===== src/rtl/vsm_accumulator_if.sv =====
// ----------------------------------------------------------------------------
// vsm_accumulator_if
// Purpose : strobe/ready handshake and result bus between the VSM control
//           sequencer (master) and the 4-bit accumulator stage (slave).
// Signals :
//   Data   [WIDTH-1:0]  operand from the input latch Q output   (master -> slave)
//   Op     [OPW-1:0]    00 NOP, 01 LOAD, 10 ADD, 11 SUB         (master -> slave)
//   Strobe              operation request, sampled while Ready  (master -> slave)
//   Acc    [WIDTH-1:0]  accumulator value                       (slave -> master)
//   Carry               carry (ADD) / borrow (SUB)              (slave -> master)
//   Zero                Acc == 0                                (slave -> master)
//   Ready               accumulator idle, can accept Strobe     (slave -> master)
//   Done                one-cycle completion pulse              (slave -> master)
// ----------------------------------------------------------------------------
interface vsm_accumulator_if #(
    parameter int unsigned WIDTH = 4,
    parameter int unsigned OPW   = 2
);
    logic [WIDTH-1:0] Data;
    logic [OPW-1:0]   Op;
    logic             Strobe;
    logic [WIDTH-1:0] Acc;
    logic             Carry;
    logic             Zero;
    logic             Ready;
    logic             Done;

    // Control sequencer side
    modport master (
        output Data, Op, Strobe,
        input  Acc, Carry, Zero, Ready, Done
    );

    // Accumulator side
    modport slave (
        input  Data, Op, Strobe,
        output Acc, Carry, Zero, Ready, Done
    );
endinterface : vsm_accumulator_if


===== src/rtl/vsm_accumulator.sv =====
// ----------------------------------------------------------------------------
// vsm_accumulator
// Purpose : 4-bit accumulator stage of the VSM datapath. Executes
//           LOAD/ADD/SUB/NOP on a Strobe handshake through a three-state
//           sequence IDLE -> EXEC -> DONE, holding the result and driving the
//           Carry and Zero flags.
// Ports   :
//   Clock   in   single system clock, rising edge active
//   nReset  in   asynchronous, active-low reset
//   bus     slave modport of vsm_accumulator_if (Data, Op, Strobe in;
//           Acc, Carry, Zero, Done registered out; Ready decoded from state)
// Config  :
//   VSM_ACC_SAT_EN  when defined, ADD overflow saturates to all-ones and SUB
//                   underflow clamps to zero (Carry=1 in both cases); when
//                   undefined, ADD/SUB wrap modulo 2^WIDTH.
// ----------------------------------------------------------------------------
module vsm_accumulator #(
    parameter int unsigned WIDTH = 4,
    parameter int unsigned OPW   = 2
) (
    input  logic               Clock,
    input  logic               nReset,
    vsm_accumulator_if.slave   bus
);

    localparam logic [OPW-1:0] OP_NOP  = OPW'(0);
    localparam logic [OPW-1:0] OP_LOAD = OPW'(1);
    localparam logic [OPW-1:0] OP_ADD  = OPW'(2);
    localparam logic [OPW-1:0] OP_SUB  = OPW'(3);

    typedef enum logic [1:0] {
        ST_IDLE = 2'd0,
        ST_EXEC = 2'd1,
        ST_DONE = 2'd2
    } state_e;

    state_e state_q, state_d;

    logic [WIDTH-1:0] data_q,  data_d;
    logic [OPW-1:0]   op_q,    op_d;
    logic [WIDTH-1:0] acc_q,   acc_d;
    logic             carry_q, carry_d;
    logic             zero_q,  zero_d;
    logic             done_q,  done_d;
    logic             ready_c;

    // Extended-width results; the top bit is the carry-out / borrow
    logic [WIDTH:0]   sum_c;
    logic [WIDTH:0]   diff_c;

    // State register
    always_ff @(posedge Clock or negedge nReset) begin
        if (!nReset) begin
            state_q <= ST_IDLE;
        end else begin
            state_q <= state_d;
        end
    end

    // Datapath and flag registers; reset aborts any op in flight
    always_ff @(posedge Clock or negedge nReset) begin
        if (!nReset) begin
            data_q  <= '0;
            op_q    <= OP_NOP;
            acc_q   <= '0;
            carry_q <= 1'b0;
            zero_q  <= 1'b1;
            done_q  <= 1'b0;
        end else begin
            data_q  <= data_d;
            op_q    <= op_d;
            acc_q   <= acc_d;
            carry_q <= carry_d;
            zero_q  <= zero_d;
            done_q  <= done_d;
        end
    end

    // Next-state: Strobe only matters in IDLE, it is never queued
    always_comb begin
        state_d = state_q;
        unique case (state_q)
            ST_IDLE: if (bus.Strobe) state_d = ST_EXEC;
            ST_EXEC: state_d = ST_DONE;
            ST_DONE: state_d = ST_IDLE;
            default: state_d = ST_IDLE;
        endcase
    end

    // Arithmetic on the captured operands
    always_comb begin
        sum_c  = {1'b0, acc_q} + {1'b0, data_q};
        diff_c = {1'b0, acc_q} - {1'b0, data_q};
    end

    // Outputs: operand capture on acceptance, result update leaving EXEC
    always_comb begin
        data_d  = data_q;
        op_d    = op_q;
        acc_d   = acc_q;
        carry_d = carry_q;
        zero_d  = zero_q;
        done_d  = 1'b0;
        ready_c = (state_q == ST_IDLE);

        unique case (state_q)
            ST_IDLE: begin
                if (bus.Strobe) begin
                    data_d = bus.Data;
                    op_d   = bus.Op;
                end
            end
            ST_EXEC: begin
                done_d = 1'b1;
                unique case (op_q)
                    OP_LOAD: acc_d = data_q;
                    OP_ADD: begin
`ifdef VSM_ACC_SAT_EN
                        acc_d   = sum_c[WIDTH] ? {WIDTH{1'b1}} : sum_c[WIDTH-1:0];
`else
                        acc_d   = sum_c[WIDTH-1:0];
`endif
                        carry_d = sum_c[WIDTH];
                    end
                    OP_SUB: begin
                        // Borrow out of the extended subtract means Data > Acc
`ifdef VSM_ACC_SAT_EN
                        acc_d   = diff_c[WIDTH] ? '0 : diff_c[WIDTH-1:0];
`else
                        acc_d   = diff_c[WIDTH-1:0];
`endif
                        carry_d = diff_c[WIDTH];
                    end
                    default: acc_d = acc_q;
                endcase
                zero_d = (acc_d == '0);
            end
            ST_DONE: ;
            default: ;
        endcase
    end

    assign bus.Acc   = acc_q;
    assign bus.Carry = carry_q;
    assign bus.Zero  = zero_q;
    assign bus.Done  = done_q;
    assign bus.Ready = ready_c;

endmodule : vsm_accumulator

===== src/flat_wrapper.sv =====
// flat-port wrapper written by rule: the top's interface ports become plain ports
module vsm_accumulator_flat 
#(
    parameter int unsigned WIDTH = 4,
    parameter int unsigned OPW   = 2
)
  (Clock, nReset, bus_Data, bus_Op, bus_Strobe, bus_Acc, bus_Carry, bus_Zero, bus_Ready, bus_Done);
  vsm_accumulator_if #(.WIDTH(WIDTH), .OPW(OPW)) bus_i ();
  input  logic Clock;
  input  logic nReset;
  input wire logic [$bits(bus_i.Data)-1:0] bus_Data;
  input wire logic [$bits(bus_i.Op)-1:0] bus_Op;
  input wire logic [$bits(bus_i.Strobe)-1:0] bus_Strobe;
  output wire logic [$bits(bus_i.Acc)-1:0] bus_Acc;
  output wire logic [$bits(bus_i.Carry)-1:0] bus_Carry;
  output wire logic [$bits(bus_i.Zero)-1:0] bus_Zero;
  output wire logic [$bits(bus_i.Ready)-1:0] bus_Ready;
  output wire logic [$bits(bus_i.Done)-1:0] bus_Done;
  assign bus_i.Data = bus_Data;
  assign bus_i.Op = bus_Op;
  assign bus_i.Strobe = bus_Strobe;
  assign bus_Acc = bus_i.Acc;
  assign bus_Carry = bus_i.Carry;
  assign bus_Zero = bus_i.Zero;
  assign bus_Ready = bus_i.Ready;
  assign bus_Done = bus_i.Done;
  vsm_accumulator #(.WIDTH(WIDTH), .OPW(OPW)) u_core (.Clock(Clock), .nReset(nReset), .bus(bus_i));
endmodule

===== config.mk =====
export PLATFORM = sky130hd
export DESIGN_NAME = vsm_accumulator_flat
export DESIGN_NICKNAME = d
export VERILOG_FILES = /design/src/rtl/vsm_accumulator_if.sv /design/src/rtl/vsm_accumulator.sv /design/src/flat_wrapper.sv
export SDC_FILE = /design/constraint.sdc
export NUM_CORES = 1
export LEC_CHECK = 0
export BUFFER_PORTS_ARGS = -buffer_cell sky130_fd_sc_hd__buf_4
export CORE_MARGIN = 8
export CORE_UTILIZATION = 49
export DETAILED_ROUTE_END_ITERATION = 10
export PLACE_DENSITY = 0.85
export SLEW_MARGIN = 20
export SYNTH_ARGS = -nofsm -noshare
export SYNTH_HDL_FRONTEND = slang
export SYNTH_SLANG_ARGS = --single-unit

===== constraint.sdc =====
create_clock -name Clock -period 1.85 [get_ports Clock]
set_input_delay 0.37 -clock Clock [delete_from_list [all_inputs] [get_ports Clock]]
set_output_delay 0.37 -clock Clock [all_outputs]
set_load 0.01 [all_outputs]

==> metrics.md, run 1 <==
| Metric | Value |
|---|---|
| Setup crit end kind | `flop` |
| Hold Path Stages | `3` |
| Setup ws final | `-133 ps` |
| Slew @ Worst Pin | `514 ps` |
| Dpl cells | `149` |
| Synth Register Bits | `15` |
| Layout fillers | `152` |
| Post-Synth Adder-Cell Area | `14.3%` |
| Num CTS Buffers | `3` |
| Comb pwr share | `64.1%` |
| GPL Wtd Cong | `0.864` |
| Pre-CTS setup slack | `-127 ps` |
| Mux cell area share after synthesis | `6.75%` |
| Vias in the first global route | `908` |
| DR vias/cell | `5.34` |
| DRT Wirelength | `2.54 mm` |
| # rows | `16` |
| Multi-input logic area | `596 sq um` |
| Synth Area in Compound Gates | `18.3%` |
| Commonest non-fill, non-tap cells in the layout | `buf_4, dfrtp_1, nor2_1, nand2_1, ha_1` |
| Final count of hold timing violations | `0` |
| Slew Limit Fails | `0` |
| Synth Area in Simple Gates | `14.0%` |
| Worst-Skew Late Latency | `280 ps` |
| Sink Count | `15` |
| Layout cells sized above 1 | `40.8%` |
| RSZ-0062 raised after global routing | `yes` |
| Tightest Hold Check Type | `input port to flop` |
| Clk slew on worst S/H paths | `110 ps` |
| Synth Cell Area | `982 sq um` |
| Switching power | `0.908 mW` |
| Internal power | `1.22 mW` |
| Hold Crit Start | `bus_Data[1]` |
| Min Tclk post-route | `1980 ps` |
| Max VDD drop | `1040 uV` |
| Worst path arrival time | `2200 ps` |
| Leak | `0.607 nW` |
| Outcome | `complete, but fails checks` |
| Final std cells w/o fill | `157` |
| Hold Path Sink | `u_core.data_q[1]` |
| Area share of xor/xnor cells in the synthesized design | `1.78%` |
| CTS HTree Levels | `1` |
| Drt pass-1 iters | `4` |
| DR WL/cell | `16.2 microns` |
| Io pins | `17` |
| Tot GR Track Use | `14.4%` |
| Synthesis-to-finish area growth | `33.4%` |
| Register area share after synthesis | `38.3%` |
| Vias after detailed routing | `838` |
| Startpoint Class | `flop` |
| FF-to-FF path depth | `9` |
| Average size of a mapped cell | `9.92 sq um` |
| Setup violators final | `2` |
| Initial core utilization | `51.1%` |
| CP required | `2070 ps` |
| Register area | `378 sq um` |
| Pin count of the biggest net entering global routing | `16` |
| Synth cell types | `35` |
| First-pass GRT wire length | `4.04 mm` |
| CTS root buf | `clkbuf_4` |
| Post-DP HPWL | `1.80 mm` |
| Die height | `60.8 microns` |
| CP Max Fanout | `3` |
| Max Buffers Root-to-Sink | `2` |
| Fmax | `504 MHz` |
| Flop2flop setup slack | `-130 ps` |
| Initial antenna violation count | `0` |
| Nets | `150` |
| Yosys warns | `0` |
| Largest family of logic cells by synthesized area | `compound AO/OA/AOI/OAI gates` |
| Maxcap violations | `0` |
| Most common cell after layout, fill and taps aside | `buf_4` |
| Sum of negative setup slack | `-154 ps` |
| Antenna diodes | `0` |
| Syn Inst Count | `99` |
| Design area | `0.00131 sq mm` |
| Total Die Area | `0.00369 sq mm` |
| Iteration-0 DRC Markers | `29` |
| Gr ovfl total | `0` |
| DRT antenna net count | `0` |
| Die W | `60.8 microns` |
| DRC | `0` |
| R2R Path End | `u_core.bus.Zero` |
| Startpoint of the worst-slack reg-to-reg timing path | `u_core.bus.Acc[0]` |
| WS Path Type | `flop to flop` |
| Violated checks | `setup timing` |
| Core area | `0.00192 sq mm` |
| Clock Power Share | `9.1%` |
| Mapped Nets | `118` |
| Sw frac | `42.6%` |
| PwrDens | `1630 mW/mm^2` |
| Share of total power in sequential cells | `26.7%` |
| Placed cell area | `0.00121 sq mm` |
| Final worst path period share | `107%` |
| IO Port Bufs | `16` |
| Rel. slew slack | `65.8%` |
| Worst hold margin | `296 ps` |
| Post-Route Skew | `17.9 ps` |
| CTS tree | `yes` |
==> worst max path at each step <==
stage	from	to	slack, ps	cells after the start
5_1_grt	u_core.bus.Acc[0]	u_core.bus.Zero	-160	9
6_report	u_core.bus.Acc[0]	u_core.bus.Zero	-130	9
3_3_place_gp	u_core.bus.Acc[0]	u_core.bus.Zero	-40	9
3_5_place_dp	u_core.bus.Acc[0]	u_core.bus.Zero	-130	9
2_1_floorplan	u_core.bus.Acc[0]	u_core.bus.Zero	-40	9
4_1_cts	u_core.bus.Acc[0]	u_core.bus.Zero	-120	9
==> power groups by stage <==
stage	Combinational, mW	Sequential (mW)	Clock [mW]
floorplan	0.734	0.577	0
global placement	1.12	0.561	0
detailed placement	1.18	0.570	0
CTS	1.21	0.561	0.190
global route	1.48	0.584	0.213
finish	1.37	0.570	0.194
==> metal layers <==
metal  global-route usage (%)  share of wire, %  vias to the layer above
met5                        0                 0                        -
met4                     3.65              0.28                        0
met3                     3.60               3.5                        2
met2                     27.0                55                       13
met1                     15.4                41                      415
li1                         -                 -                      408
==> flip-flops by register name, indices dropped and copies added (netlist names) <==
register          cells
u_core.bus.Acc        4
u_core.data_q         4
u_core.op_q           2
u_core.state_q        2
u_core.bus.Carry      1
u_core.bus.Done       1
u_core.bus.Zero       1
==> worst max-delay path, cell delays in order, from the launching register on <==
cell and delay (ps):
dfrtp_1 410, inv_2 70, ha_4 160, inv_2 50
fa_2 420, mux2i_1 170, nand3_1 120, o21a_1 180
a2111oi_4 190, o211a_1 170
==> timing repair <==
| action | 4_1_cts | 5_1_grt |
|---|---|---|
| setup buffers | 1 | 2 |
| endpoints found under the setup margin | 2 | 3 |
| endpoints found under the hold margin | 14 | 0 |
| pin swaps | 1 | 1 |
| resized for setup | 1 | 10 |
| hold buffers | 1 | 0 |
==> Yosys cell counts <==
library cell / n / share of area [%]
a2111oi_0: 1 / 0.89
a2111oi_2: 1 / 1.5
a211oi_1: 1 / 0.76
a21oi_1: 4 / 2.0
a221o_1: 1 / 1.0
a311oi_1: 1 / 0.89
a31oi_1: 5 / 3.2
and2_1: 1 / 0.64
and2b_1: 1 / 0.76
buf_2: 3 / 1.5
buf_6: 1 / 1.1
clkbuf_1: 1 / 0.38
dfrtp_1: 14 / 36
dfstp_2: 1 / 2.7
fa_1: 2 / 4.1
ha_1: 8 / 10
inv_1: 9 / 3.4
mux2_2: 3 / 3.4
mux2i_1: 1 / 1.0
mux2i_4: 1 / 2.3
nand2_1: 7 / 2.7
nand2b_1: 2 / 1.3
nand3_1: 1 / 0.51
nand4bb_1: 1 / 1.1
nor2_1: 7 / 2.7
nor2b_1: 5 / 3.2
nor3_1: 1 / 0.51
o211a_1: 1 / 1.0
o21a_1: 1 / 0.76
o21ai_0: 6 / 3.1
o221a_2: 1 / 1.1
o22ai_1: 2 / 1.3
o31ai_1: 1 / 0.76
or3_1: 1 / 0.64
xnor2_1: 2 / 1.8
==> logic make-up after synthesis <==
| kind of cell | Yosys count |
|---|---|
| simple gates | 27 |
| compound gates | 26 |
| flops | 15 |
| buf+inv | 14 |
| fa+ha+maj | 10 |
| mux | 5 |
| xor+xnor | 2 |
==> final cells by class <==
| type | instances | share of cell area, % |
|---|---|---|
| flip-flops and latches | 15 | 28.8 |
| inverters | 9 | 2.58 |
| clock buffers | 4 | 2.01 |
| repair buffers | 32 | 18.5 |
| well taps | 27 | 2.58 |
| multi-input cells | 70 | 45.5 |
==> through the flow <==
step / util [%] / power (mW)
6_report: 68.2 / 2.13
5_1_grt: 68.2 / 2.28
4_1_cts: 65.4 / 1.96
3_5_place_dp: 63.0 / 1.75
3_3_place_gp: 63.0 / 1.68
2_1_floorplan: - / 1.31
Power figures use the tool's default switching activity.
==> run 2: changes to the inputs <==
--- a/config.mk
+++ b/config.mk
@@ -7,9 +7,9 @@
 export LEC_CHECK = 0
 export BUFFER_PORTS_ARGS = -buffer_cell sky130_fd_sc_hd__buf_4
 export CORE_MARGIN = 8
-export CORE_UTILIZATION = 49
+export CORE_UTILIZATION = 40
 export DETAILED_ROUTE_END_ITERATION = 10
-export PLACE_DENSITY = 0.85
+export PLACE_DENSITY = 0.74
 export SLEW_MARGIN = 20
 export SYNTH_ARGS = -nofsm -noshare
 export SYNTH_HDL_FRONTEND = slang
==> metrics.md, run 2 (synthesis gave the netlist of run 1 again) <==
| Metric | Value |
|---|---|
| Max VDD drop | `800 uV (was 1040 uV)` |
| CTS root buf | `clkbuf_4 (unchanged)` |
| Placed cell area | `0.00120 sq mm (was 0.00121 sq mm)` |
| Max Buffers Root-to-Sink | `2 (unchanged)` |
| Min Tclk post-route | `1960 ps (was 1980 ps)` |
| # rows | `18 (was 16)` |
| Fmax | `511 MHz (was 504 MHz)` |
| Tightest Hold Check Type | `input port to flop (unchanged)` |
| Violated checks | `setup timing (unchanged)` |
| Setup ws final | `-108 ps (was -133 ps)` |
| Core area | `0.00241 sq mm (was 0.00192 sq mm)` |
| Commonest non-fill, non-tap cells in the layout | `buf_4, dfrtp_1, nor2_1, nand2_1 (was buf_4, dfrtp_1, nor2_1, nand2_1, ha_1)` |
| GPL Wtd Cong | `0.827 (was 0.864)` |
| Layout cells sized above 1 | `37.8% (was 40.8%)` |
| Vias in the first global route | `872 (was 908)` |
| DRC | `0 (unchanged)` |
| Drt pass-1 iters | `4 (unchanged)` |
| RSZ-0062 raised after global routing | `yes (unchanged)` |
| Initial antenna violation count | `0 (unchanged)` |
| Worst-Skew Late Latency | `290 ps (was 280 ps)` |
| Iteration-0 DRC Markers | `37 (was 29)` |
| IO Port Bufs | `16 (unchanged)` |
| Maxcap violations | `0 (unchanged)` |
| Final worst path period share | `106% (was 107%)` |
| Vias after detailed routing | `866 (was 838)` |
| Setup crit end kind | `flop (unchanged)` |
| Die height | `65.6 microns (was 60.8 microns)` |
| DR WL/cell | `15.7 microns (was 16.2 microns)` |
| Initial core utilization | `40.8% (was 51.1%)` |
| Post-DP HPWL | `1.77 mm (was 1.80 mm)` |
| Most common cell after layout, fill and taps aside | `buf_4 (unchanged)` |
| Final core occ | `52.3% (was 68.2%)` |
| Tot GR Track Use | `11.9% (was 14.4%)` |
| Io pins | `17 (unchanged)` |
| Multi-input logic area | `566 sq um (was 596 sq um)` |
| Final count of hold timing violations | `0 (unchanged)` |
| Rel. slew slack | `74.3% (was 65.8%)` |
| Dpl cells | `150 (was 149)` |
| Design area | `0.00126 sq mm (was 0.00131 sq mm)` |
| Slew Limit Fails | `0 (unchanged)` |
| Num CTS Buffers | `3 (unchanged)` |
| DRT Wirelength | `2.46 mm (was 2.54 mm)` |
| DRT antenna net count | `0 (unchanged)` |
| Total Die Area | `0.00430 sq mm (was 0.00369 sq mm)` |
| PwrDens | `1610 mW/mm^2 (was 1630 mW/mm^2)` |
| Setup violators final | `2 (unchanged)` |
| Die W | `65.6 microns (was 60.8 microns)` |
| Final std cells w/o fill | `157 (unchanged)` |
| Power Total | `2.02 mW (was 2.13 mW)` |
| First-pass GRT wire length | `4.00 mm (was 4.04 mm)` |
| CP Max Fanout | `3 (unchanged)` |
| Synthesis-to-finish area growth | `28.4% (was 33.4%)` |
| Layout fillers | `200 (was 152)` |
| Startpoint Class | `flop (unchanged)` |
| Antenna diodes | `0 (unchanged)` |
| CTS tree | `yes (unchanged)` |
| CP required | `2080 ps (was 2070 ps)` |
| Leak | `0.586 nW (was 0.607 nW)` |
| WS Path Type | `flop to flop (unchanged)` |
| Pin count of the biggest net entering global routing | `16 (unchanged)` |
| Sink Count | `15 (unchanged)` |
| Gr ovfl total | `0 (unchanged)` |
| DR vias/cell | `5.52 (was 5.34)` |
| CTS HTree Levels | `1 (unchanged)` |
| Nets | `147 (was 150)` |
| Clk slew on worst S/H paths | `100 ps (was 110 ps)` |
| Slew @ Worst Pin | `385 ps (was 514 ps)` |
| Outcome | `complete, but fails checks (unchanged)` |
| Post-Route Skew | `9.31 ps (was 17.9 ps)` |
| Worst path arrival time | `2190 ps (was 2200 ps)` |
| Register area | `378 sq um (unchanged)` |
[run 2: cell types whose count changed in the layout (fill, tap and decap cells not counted), sizes merged]
cell,previous run,this run
buf,31,28
[run 2: metrics by stage]
step                      setup WS [ps]  hold slack, ps  TNS (ps)
after floorplan                   -36.6            74.4     -36.6
after global placement            -37.7             235     -37.7
after detailed placement           -116             235      -142
after CTS                         -80.5             274      -128
after global routing               -234             269      -339
final                              -108             282      -147
[run 2: cell type report]
| cell class | count | area share [%] |
|---|---|---|
| clock buffer | 4 | 2.08 |
| timing repair buffer | 29 | 17.5 |
| tap | 30 | 2.98 |
| inverter | 9 | 2.68 |
| sequential | 15 | 30.0 |
| multi-input combinational | 70 | 44.8 |
[run 2: power breakdown]
part	total [mW]	switching (mW)	leakage, nW	internal (mW)
combinational	1.27	0.621	0.390	0.645
sequential	0.564	0.124	0.181	0.440
clock	0.193	0.110	0.0150	0.0838
[run 2: worst max-delay path, cell delays in order (launching register included)]
cell and delay (ps):
dfrtp_1 410, inv_2 60, ha_2 180, inv_2 60, fa_2 420, mux2i_1 140, nand3_1 110, o21a_1 150
a2111oi_2 200, o211a_1 170
[run 2: path summary, 6_finish.rpt]
kind | start | end | slack (ps) | cells after the start
max in group asynchronous | nReset | u_core.bus.Zero | 1130 | 2
min in group asynchronous | nReset | u_core.data_q[1] | 460 | 2
worst min-delay path | bus_Data[2] | u_core.data_q[2] | 280 | 3
worst max register to register | u_core.bus.Acc[0] | u_core.bus.Zero | -110 | 9
worst min register to register | u_core.state_q[1] | u_core.state_q[1] | 470 | 1
worst max-delay path | u_core.bus.Acc[0] | u_core.bus.Zero | -110 | 9
[run 2: repair_timing]
action / CTS / global route
endpoints found under the hold margin: 14 / 0
endpoints found under the setup margin: 2 / 5
setup buffers: 2 / 0
pin swaps: 2 / 0
hold buffers: 1 / 0
gates resized for setup: 0 / 6
[run 2: routing by layer]
layer	GRT usage [%]	part of all wire [%]
met2	20.2	53
met4	5.99	1.9
met1	13.5	39
met5	0	0
met3	3.23	6.8
